`src/rtl/calc_pkg.sv`:
```
// Shared definitions for the AXI4-Lite calculator register bank and its alu.
package calc_pkg;

    // Calculator opcodes held in CTRL[2:0]
    localparam logic [2:0] OP_ADD     = 3'b000;
    localparam logic [2:0] OP_AND     = 3'b001;
    localparam logic [2:0] OP_XOR     = 3'b010;
    localparam logic [2:0] OP_LOAD_A  = 3'b011;
    localparam logic [2:0] OP_M_PLUS  = 3'b100;
    localparam logic [2:0] OP_M_MINUS = 3'b101;
    localparam logic [2:0] OP_MR      = 3'b110;
    localparam logic [2:0] OP_MC      = 3'b111;

    // Register byte offsets
    localparam logic [4:0] OFF_OPA    = 5'h00;
    localparam logic [4:0] OFF_OPB    = 5'h04;
    localparam logic [4:0] OFF_CTRL   = 5'h08;
    localparam logic [4:0] OFF_RESULT = 5'h0C;
    localparam logic [4:0] OFF_MEM    = 5'h10;

    // Word indices as decoded from address bits [4:2]
    localparam logic [2:0] IDX_OPA    = OFF_OPA[4:2];
    localparam logic [2:0] IDX_OPB    = OFF_OPB[4:2];
    localparam logic [2:0] IDX_CTRL   = OFF_CTRL[4:2];
    localparam logic [2:0] IDX_RESULT = OFF_RESULT[4:2];
    localparam logic [2:0] IDX_MEM    = OFF_MEM[4:2];

    localparam logic [1:0] AXI_RESP_OKAY   = 2'b00;
    localparam logic [1:0] AXI_RESP_SLVERR = 2'b10;

    typedef enum logic [1:0] {
        W_IDLE = 2'd0,
        W_EXEC = 2'd1,
        W_RESP = 2'd2
    } wstate_t;

    typedef enum logic {
        R_IDLE = 1'b0,
        R_DATA = 1'b1
    } rstate_t;

    // True when a decoded word index maps onto an implemented register
    function automatic logic idx_valid(input logic [2:0] idx);
        return idx <= IDX_MEM;
    endfunction

endpackage

```
`src/rtl/alu.sv`:
```
// Combinational 8-bit alu: ADD (carry dropped), AND, XOR; other opcodes yield 0.
module alu
    import calc_pkg::*;
(
    input  logic [7:0] operand_a,
    input  logic [7:0] operand_b,
    input  logic [2:0] opcode,
    output logic [7:0] result
);

    // Opcode decode into the arithmetic/logic result
    always_comb begin
        // NOTE: default assignment first so no path leaves result unassigned (no latch).
        result = '0;
        case (opcode)
            OP_ADD:  result = operand_a + operand_b;
            OP_AND:  result = operand_a & operand_b;
            OP_XOR:  result = operand_a ^ operand_b;
            default: result = '0;
        endcase
    end

endmodule

```
`src/rtl/axi_lite_calc_regs.sv`:
```
// AXI4-Lite responder holding the calculator registers; executes register-bank
// ops itself and uses the alu for ADD/AND/XOR.
module axi_lite_calc_regs
    import calc_pkg::*;
#(
    parameter int ADDR_W = 5,
    parameter int DATA_W = 32
) (
    input  logic                aclk,
    input  logic                aresetn,
    input  logic [ADDR_W-1:0]   awaddr,
    input  logic                awvalid,
    output logic                awready,
    input  logic [DATA_W-1:0]   wdata,
    input  logic [DATA_W/8-1:0] wstrb,
    input  logic                wvalid,
    output logic                wready,
    output logic [1:0]          bresp,
    output logic                bvalid,
    input  logic                bready,
    input  logic [ADDR_W-1:0]   araddr,
    input  logic                arvalid,
    output logic                arready,
    output logic [DATA_W-1:0]   rdata,
    output logic [1:0]          rresp,
    output logic                rvalid,
    input  logic                rready
);

    wstate_t    wstate;
    rstate_t    rstate;

    logic       aw_held;
    logic       w_held;
    logic [2:0] aw_idx;
    logic [7:0] wdata_q;
    logic       wstrb_q;

    logic [7:0] opa;
    logic [7:0] opb;
    logic [2:0] ctrl;
    logic [7:0] result;
    logic [7:0] mem;
    logic [7:0] alu_result;

    logic       aw_hs;
    logic       w_hs;
    logic       commit;
    logic [2:0] cur_idx;
    logic [7:0] cur_data;
    logic       cur_strb;

    logic [2:0] rd_idx;
    logic [7:0] rd_val;
    logic       rd_err;

    // Address bits [1:0], upper data bits and upper strobes carry no meaning here.
    logic       unused_bits;
    assign unused_bits = ^{awaddr, araddr, wdata, wstrb};

    alu u_alu (
        .operand_a (opa),
        .operand_b (opb),
        .opcode    (ctrl),
        .result    (alu_result)
    );

    // A channel's payload is taken from the holding register once captured,
    // otherwise straight from the bus on the cycle it handshakes.
    assign aw_hs    = awvalid && awready;
    assign w_hs     = wvalid && wready;
    assign commit   = (aw_held || aw_hs) && (w_held || w_hs);
    assign cur_idx  = aw_held ? aw_idx  : awaddr[4:2];
    assign cur_data = w_held  ? wdata_q : wdata[7:0];
    assign cur_strb = w_held  ? wstrb_q : wstrb[0];

    // Write FSM: collect AW and W in any order, commit, optionally execute, respond
    always_ff @(posedge aclk or negedge aresetn) begin
        if (!aresetn) begin
            wstate  <= W_IDLE;
            awready <= 1'b0;
            wready  <= 1'b0;
            bvalid  <= 1'b0;
            bresp   <= AXI_RESP_OKAY;
            aw_held <= 1'b0;
            w_held  <= 1'b0;
            aw_idx  <= '0;
            wdata_q <= '0;
            wstrb_q <= 1'b0;
            opa     <= '0;
            opb     <= '0;
            ctrl    <= '0;
            result  <= '0;
            mem     <= '0;
        end else begin
            // NOTE: non-blocking assignments so every register samples pre-edge values.
            case (wstate)
                W_IDLE: begin
                    if (commit) begin
                        aw_held <= 1'b0;
                        w_held  <= 1'b0;
                        awready <= 1'b0;
                        wready  <= 1'b0;
                        if (cur_strb) begin
                            case (cur_idx)
                                IDX_OPA:  opa  <= cur_data;
                                IDX_OPB:  opb  <= cur_data;
                                IDX_CTRL: ctrl <= cur_data[2:0];
                                default:  ;
                            endcase
                        end
                        if (cur_idx == IDX_CTRL) begin
                            wstate <= W_EXEC;
                        end else begin
                            wstate <= W_RESP;
                            bvalid <= 1'b1;
                            bresp  <= idx_valid(cur_idx) ? AXI_RESP_OKAY : AXI_RESP_SLVERR;
                        end
                    end else begin
                        if (aw_hs) begin
                            aw_held <= 1'b1;
                            aw_idx  <= awaddr[4:2];
                        end
                        if (w_hs) begin
                            w_held  <= 1'b1;
                            wdata_q <= wdata[7:0];
                            wstrb_q <= wstrb[0];
                        end
                        awready <= !(aw_held || aw_hs);
                        wready  <= !(w_held || w_hs);
                    end
                end
                W_EXEC: begin
                    case (ctrl)
                        OP_ADD, OP_AND, OP_XOR: result <= alu_result;
                        OP_LOAD_A:              opa    <= mem;
                        OP_M_PLUS:              mem    <= mem + result;
                        OP_M_MINUS:             mem    <= mem - result;
                        OP_MR:                  result <= mem;
                        OP_MC:                  mem    <= '0;
                        default:                ;
                    endcase
                    wstate <= W_RESP;
                    bvalid <= 1'b1;
                    bresp  <= AXI_RESP_OKAY;
                end
                W_RESP: begin
                    if (bready) begin
                        wstate  <= W_IDLE;
                        bvalid  <= 1'b0;
                        bresp   <= AXI_RESP_OKAY;
                        awready <= 1'b1;
                        wready  <= 1'b1;
                    end
                end
                default: wstate <= W_IDLE;
            endcase
        end
    end

    // Read decode of the current register contents
    assign rd_idx = araddr[4:2];

    // Read mux: implemented registers return their value, anything else 0 with an error
    always_comb begin
        rd_val = '0;
        rd_err = 1'b0;
        case (rd_idx)
            IDX_OPA:    rd_val = opa;
            IDX_OPB:    rd_val = opb;
            IDX_CTRL:   rd_val = {5'b00000, ctrl};
            IDX_RESULT: rd_val = result;
            IDX_MEM:    rd_val = mem;
            default:    rd_err = 1'b1;
        endcase
    end

    // Read FSM: accept AR, register data and response, hold until rready
    always_ff @(posedge aclk or negedge aresetn) begin
        if (!aresetn) begin
            rstate  <= R_IDLE;
            arready <= 1'b0;
            rvalid  <= 1'b0;
            rdata   <= '0;
            rresp   <= AXI_RESP_OKAY;
        end else begin
            case (rstate)
                R_IDLE: begin
                    if (arvalid && arready) begin
                        rstate  <= R_DATA;
                        arready <= 1'b0;
                        rvalid  <= 1'b1;
                        rdata   <= {{(DATA_W-8){1'b0}}, rd_val};
                        rresp   <= rd_err ? AXI_RESP_SLVERR : AXI_RESP_OKAY;
                    end else begin
                        arready <= 1'b1;
                    end
                end
                R_DATA: begin
                    if (rready) begin
                        rstate  <= R_IDLE;
                        rvalid  <= 1'b0;
                        arready <= 1'b1;
                    end
                end
                default: rstate <= R_IDLE;
            endcase
        end
    end

endmodule

```
`config.mk`:
```
export PLATFORM = sky130hd
export DESIGN_NAME = axi_lite_calc_regs
export DESIGN_NICKNAME = d
export VERILOG_FILES = /design/src/rtl/calc_pkg.sv /design/src/rtl/alu.sv /design/src/rtl/axi_lite_calc_regs.sv
export SDC_FILE = /design/constraint.sdc
export NUM_CORES = 1
export LEC_CHECK = 0
export CAP_MARGIN = 20
export CORE_ASPECT_RATIO = 0.9
export CORE_MARGIN = 5
export CORE_UTILIZATION = 40
export CTS_CLUSTER_SIZE = 16
export DETAILED_ROUTE_END_ITERATION = 8
export GPL_ROUTABILITY_DRIVEN = 0
export PLACE_DENSITY = 0.64
export SLEW_MARGIN = 20
export SYNTH_ARGS = -nofsm -noshare
export SYNTH_HDL_FRONTEND = slang
export SYNTH_HIERARCHICAL = 1
export SYNTH_SLANG_ARGS = --single-unit
```
`constraint.sdc`:
```
create_clock -name aclk -period 2.7 [get_ports aclk]
set_input_delay 0.54 -clock aclk [delete_from_list [all_inputs] [get_ports aclk]]
set_output_delay 0.54 -clock aclk [all_outputs]
set_load 0.01 [all_outputs]
```
; Word level (Yosys, flattened, before mapping)
; Cells that the tools add are included.
[totals]
regBits = 69
inputBits = 53
out_inout_bits = 41
word_cells = 129
[op_classes]
n_addsub = 3
n_lt_le_gt_ge = 1
eq_ne = 23
n_mux = 43
n_bitwise = 4
n_reduce_logical = 35
[op_table]
columns = operator, n
row1 = 8-bit one-hot mux with 3 select lines, 2
row2 = 8-bit 2-to-1 mux, 5
row3 = 8-bit one-hot mux with 5 select lines, 1
row4 = 8-bit one-hot mux with 2 select lines, 2
row5 = 1-bit 2-to-1 mux, 17
row6 = 8-bit adder, 2
row7 = 2-bit AND reduction, 8
row8 = 3-bit by 2-bit equality test with 1-bit output (second input constant), 5
row9 = 3-bit equality test (second input constant), 5
row10 = 2-bit 2-to-1 mux, 7
row11 = 2-bit != test (second input constant), 6
row12 = 2-bit one-hot mux with 3 select lines, 2
row13 = 4-bit AND reduction, 3
row14 = 1-bit one-hot mux with 2 select lines, 5
row15 = 2-bit nonzero test, 5
row16 = 3-bit by 1-bit equality test with 1-bit output (second input constant), 3
row17 = 3-bit zero test, 3
row18 = 8-bit AND, 1
row19 = 8-bit subtractor, 1
row20 = 8-bit XOR, 1
row21 = 3-bit AND reduction, 2
row22 = 3-bit nonzero test, 2
row23 = 5-bit AND reduction, 1
row24 = 5-bit OR reduction, 1
row25 = other kinds (12), 19

; Logic depth before layout (Yosys ltp)
[logic_depth]
word_depth = 6
ltp_mapped = 11
mapped_depth_nobuf = 11

; By module
; The synthesis kept the hierarchy.
[modules_own_cells]
columns = module, instances, cells_each, area_each_um2, seq_area_each_um2
row1 = axi_lite_calc_regs, 1, 405, 3868.7, 1676.6
row2 = alu, 1, 75, 498.0, 0.0

; Least setup slack after synthesis
; No wires, ideal clock.
[synth_path]
kind = register to register
from = reg result[2]
to = reg mem[7]
setup_ns = 0.069
arrival_time_ns = 2.306
required_ns = 2.631
slack_ns = 0.325
path_stages_with_launch = 11
n_path_buf = 0
synth_period_minus_slack_ns = 2.375
path_cell_list = dfrtp_1 > nor3_1 > a21oi_1 > xnor2_1 > ha_1 > nand4_1 > a21oi_1 > and3b_1 > xnor2_1 > or3_1 > nand3_1
[synth_between]
elab_chain_len = 2
word_cells_on_any_way = 3
classes_between = add/sub (2) / mux (1)
[synth_lines]
columns = item, line_no
row1 = from (decl), axi_lite_calc_regs.sv:42  ; logic [7:0] result;
row2 = from (signal assigned), axi_lite_calc_regs.sv:135  ; OP_ADD, OP_AND, OP_XOR: result <= alu_result;
row3 = from (signal assigned), axi_lite_calc_regs.sv:139  ; OP_MR: result <= mem;
row4 = 8-bit subtractor or 8-bit adder (tied branches), "axi_lite_calc_regs.sv:138, axi_lite_calc_regs.sv:137"
row5 = 8-bit one-hot mux with 3 select lines (*), axi_lite_calc_regs.sv:134  ; case (ctrl)
row6 = to (signal assigned), axi_lite_calc_regs.sv:137  ; OP_M_PLUS: mem <= mem + result;
row7 = to (signal assigned), axi_lite_calc_regs.sv:138  ; OP_M_MINUS: mem <= mem - result;
row8 = to (decl), axi_lite_calc_regs.sv:43  ; logic [7:0] mem;
; Every way passes the cells marked *; elsewhere a longest branch is shown, timed or not.
; A chain may end at the register's enable or synchronous reset.

; Final worst setup path
[layout_path]
from = reg ctrl[1]
to = reg mem[6]
[layout_between]
elab_chain_len = 3
word_cells_on_any_way = 6
classes_between = eq/ne (3) / mux (1) / reduce/logical (2)
[layout_lines]
columns = item, line_no
row1 = from (decl), axi_lite_calc_regs.sv:41  ; logic [2:0] ctrl;
row2 = from (signal assigned), axi_lite_calc_regs.sv:108  ; IDX_CTRL: ctrl <= cur_data[2:0];
row3 = 3-bit equality test, axi_lite_calc_regs.sv:134
row4 = 3-bit nonzero test (no source line), n/a
row5 = 2-bit AND reduction (no source line), n/a
; Several ways; a longest one is shown, not always the timed one.

==> summary.md <==
| Metric | Value |
|---|---|
| Power per cell area | 1310 mW/mm2 |
| Largest net degree at the start of global routing | 34 |
| Max-slew violations | 0 |
| Synth top area cells | dfrtp_1 38%, mux2i_1 5.5%, ha_1 5.4%, buf_4 4.8%, a21oi_1 4.4% |
| Crit path time final | 2.44 ns |
| WL final | 10,300 um |
| Initial antenna violation count | 0 |
| Setup slack, reg-to-reg | 0.26 ns |
| Register area share after synthesis | 38.4% |
| Chip width | 120 um |
| Worst r2r src | ctrl[1]$_DFFE_PN0P_ |
| Clock sinks | 67 |
| Clock power frac | 18.4% |
| Critical Path RT | 2.92 ns |
| Clock Skew | 0.00617 ns |
| Max incr delay on CP | 0.43 ns |
| Total power | 6740 uW |
| Largest delay share family, worst path | multiplexers |
| Top-count cell post-synth | dfrtp_1 |
| Slew @ Worst Pin | 0.930 ns |
| CP cell instances | and3b_2 -> mux2_2 -> fa_1 -> nor2b_1 -> o21ai_0 -> a21oi_1 -> o21ai_0 -> mux2i_1 -> nand2_1 |
| Simple-Gate Fraction of Synth Area | 13.8% |
| Worst vdd ir | 597 uV |
| Leak pwr | 0.00228 uW |
| Commonest cells post-synth | 67 x dfrtp_1, 47 x nor2_1, 46 x nand2_1 |
| Post-Syn Area per Cell | 9.10 um2 |
| Later-pin clock latency in the skew report | 0.33 ns |
| Critical Path Start | ctrl[1]$_DFFE_PN0P_ |
| Crit-path max FO | 6 |
| Hold buffers post-CTS | 0 |
| Via density | 5.44 |
| Ys Warns | 6 |
| Multiplexer share of the synthesized area | 11.4% |
| Asr flop ratio synth | 100% |
| CTS Buf Count | 9 |
| Worst-path clk slew | 0.06 ns |
| RSZ-0062 raised after global routing | no |
| Register area | 0.00168 mm2 |
| Crit Path Class | reg -> reg |
| Ports | 94 |
| Final worst-path cycle share | 90.2% |
| DR vias | 3,602 |
| Main combinational cell family by area after synthesis | compound AO/OA/AOI/OAI gates |
| Synth cell types | 50 |
| Number of global-route vias before repair | 3,480 |
| Post-CTS Setup Bufs | 0 |
| Final Worst Setup Slack | 0.264 ns |
| Final setup TNS | 0 ns |
| Multi-input combinational cell area | 0.00242 mm2 |
| GRT Overall Usage | 16.0% |
| CTS tree | yes |
| Row cnt | 36 |
| Initial DRT Pass Iterations | 4 |
| Clk buf depth | 2 |
| Maximum clock frequency | 0.411 GHz |
| Final Hold Viols | 0 |
| Max cap viols | 0 |
| Residual DRC count | 0 |
| Tightest Hold Check Type | in -> async |
| Crit path buf inv count | 0 |
| Synth-to-layout area growth | 18.1% |
| DIE AREA | 0.0131 mm2 |
| Synthesized instance count | 480 |
| Slew HR | 37.9% |
| GRT overflow | 0 |
| Leading area contributor after synthesis | dfrtp_1 |
| CP Data Arrival Time | 2.66 ns |
| Crit end category | flop |
| Crit path top cell by count | o21ai_0 |
| Post-Synth Adder-Cell Area | 6.36% |
| CP Launch Type | flop |
| Top FF cell, synth | dfrtp_1 |
| Pre-CTS setup slack | 0.144 ns |
| P_sw | 2780 uW |
| First-pass GRT wire length | 16,800 um |
| Post-synth top area share | 38.4% |
| Core area | 0.0108 mm2 |
| R2r endpoint | mem[6]$_DFFE_PN0P_ |
| PortBufs | 36 |
| Initial DRC count | 169 |
| Initial Util | 40.6% |
| Clk root buf | clkbuf_16 |
| Crit path to | mem[6]$_DFFE_PN0P_ |
| Synth Area in Compound Gates | 18.9% |
| Worst hold slack | 0.178 ns |
| Flop pwr share | 27.4% |
| Final ANT Viol Nets | 0 |
| Final setup fails | 0 |
| Yosys reg bits | 67 |
| Nets | 599 |
| EDFF count, synth | 0 |
| Critical path depth | 9 |
| DP Wirelength | 7730 um |
| H-tree depth | 3 |
| Sw Ratio | 41.2% |
| Critical path's slowest cell | fa_1 |
| Comb pwr share | 54.2% |
| Reg2reg path depth | 9 |
| Post-Synth XOR/XNOR Area | 2.58% |
| Avg WL per Cell | 15.5 um |
| Internal power | 3960 uW |
| Post-Syn Area | 0.00437 mm2 |
| Fill cells | 1,063 |
| Status | finished, final reports clean |
| Ratio of cells with drive above 1 in the final layout | 11.2% |
| Inserted Diodes | 0 |
| Die height | 109 um |
-- worst min-delay path by stage --
stage | cells after the start | start | slack (ns) | endpoint
after floorplan | 0 | aresetn | 0.24 | arready$_DFFE_PN0P_
after global placement | 2 | rdata[3]$_DFFE_PN0P_ | 0.46 | rdata[3]$_DFFE_PN0P_
after detailed placement | 2 | rdata[3]$_DFFE_PN0P_ | 0.47 | rdata[3]$_DFFE_PN0P_
after CTS | 1 | aresetn | 0.21 | mem[6]$_DFFE_PN0P_
after global routing | 1 | aresetn | 0.23 | mem[6]$_DFFE_PN0P_
final | 1 | aresetn | 0.18 | mem[6]$_DFFE_PN0P_
-- layout make-up --
class | instances | area share, %
multi-input cells | 373 | 47.0
flip-flops and latches | 67 | 32.5
repair buffers | 53 | 9.61
clock buffers | 10 | 4.63
well taps | 133 | 3.23
inverters | 21 | 1.53
clock inverters | 5 | 1.50
-- repair_timing --
| action | 4_1_cts | 5_1_grt |
|---|---|---|
| gates resized for setup | 0 | 2 |
| endpoints found under the setup margin | 0 | 2 |
| endpoints found under the hold margin | 0 | 0 |
-- through the flow --
step	cell area [um2]	utilization (%)	std cells
after floorplan	4460	-	505
after global placement	4830	44.9	647
after detailed placement	4830	44.9	647
after CTS	5150	47.8	662
after global routing	5160	47.9	662
final	5160	47.9	662
-- state kept, by name, summed over array words and instances (netlist names), 2 cells and up --
name and flops:
opb 8, wstate 2, mem 8, rdata 8, opa 8, ctrl 3, aw_idx 3, wdata_q 8
result 8
-- metal layers --
metal | routed length (um) | track usage (%)
met2 | 4870 | 26.5
met5 | 0 | 0
met3 | 529 | 4.15
met4 | 204 | 5.40
met1 | 4660 | 20.6
-- cells in the final DEF (no fill, tap or decap), drive strengths merged, types with 18 or more instances in the layout --
cell | Yosys | routed
a21oi | 38 | 38
buf | 33 | 18
clkdlybuf4s50 | 0 | 35
conb | 1 | 26
dfrtp | 67 | 67
ha | 19 | 19
inv | 21 | 21
mux2 | 23 | 23
mux2i | 24 | 24
nand2 | 46 | 46
nor2 | 48 | 48
o21ai | 42 | 42
-- cell families after synthesis --
| logic type | count (synthesis) |
|---|---|
| other | 1 |
| XOR/XNOR | 12 |
| AO/OA/AOI/OAI | 133 |
| multiplexers | 47 |
| buffers and inverters | 65 |
| adder cells (fa/ha/maj) | 21 |
| flip-flops | 67 |
| AND/OR/NAND/NOR | 134 |
-- power groups by stage --
stage / Sequential (uW) / Clock (uW) / Combinational (uW)
3_5_place_dp: 1870 / 0 / 3600
5_1_grt: 1910 / 1310 / 4080
2_1_floorplan: 1790 / 0 / 2750
3_3_place_gp: 1840 / 0 / 3490
4_1_cts: 1850 / 1270 / 3640
6_report: 1850 / 1240 / 3650
Power figures use the tool's default switching activity.
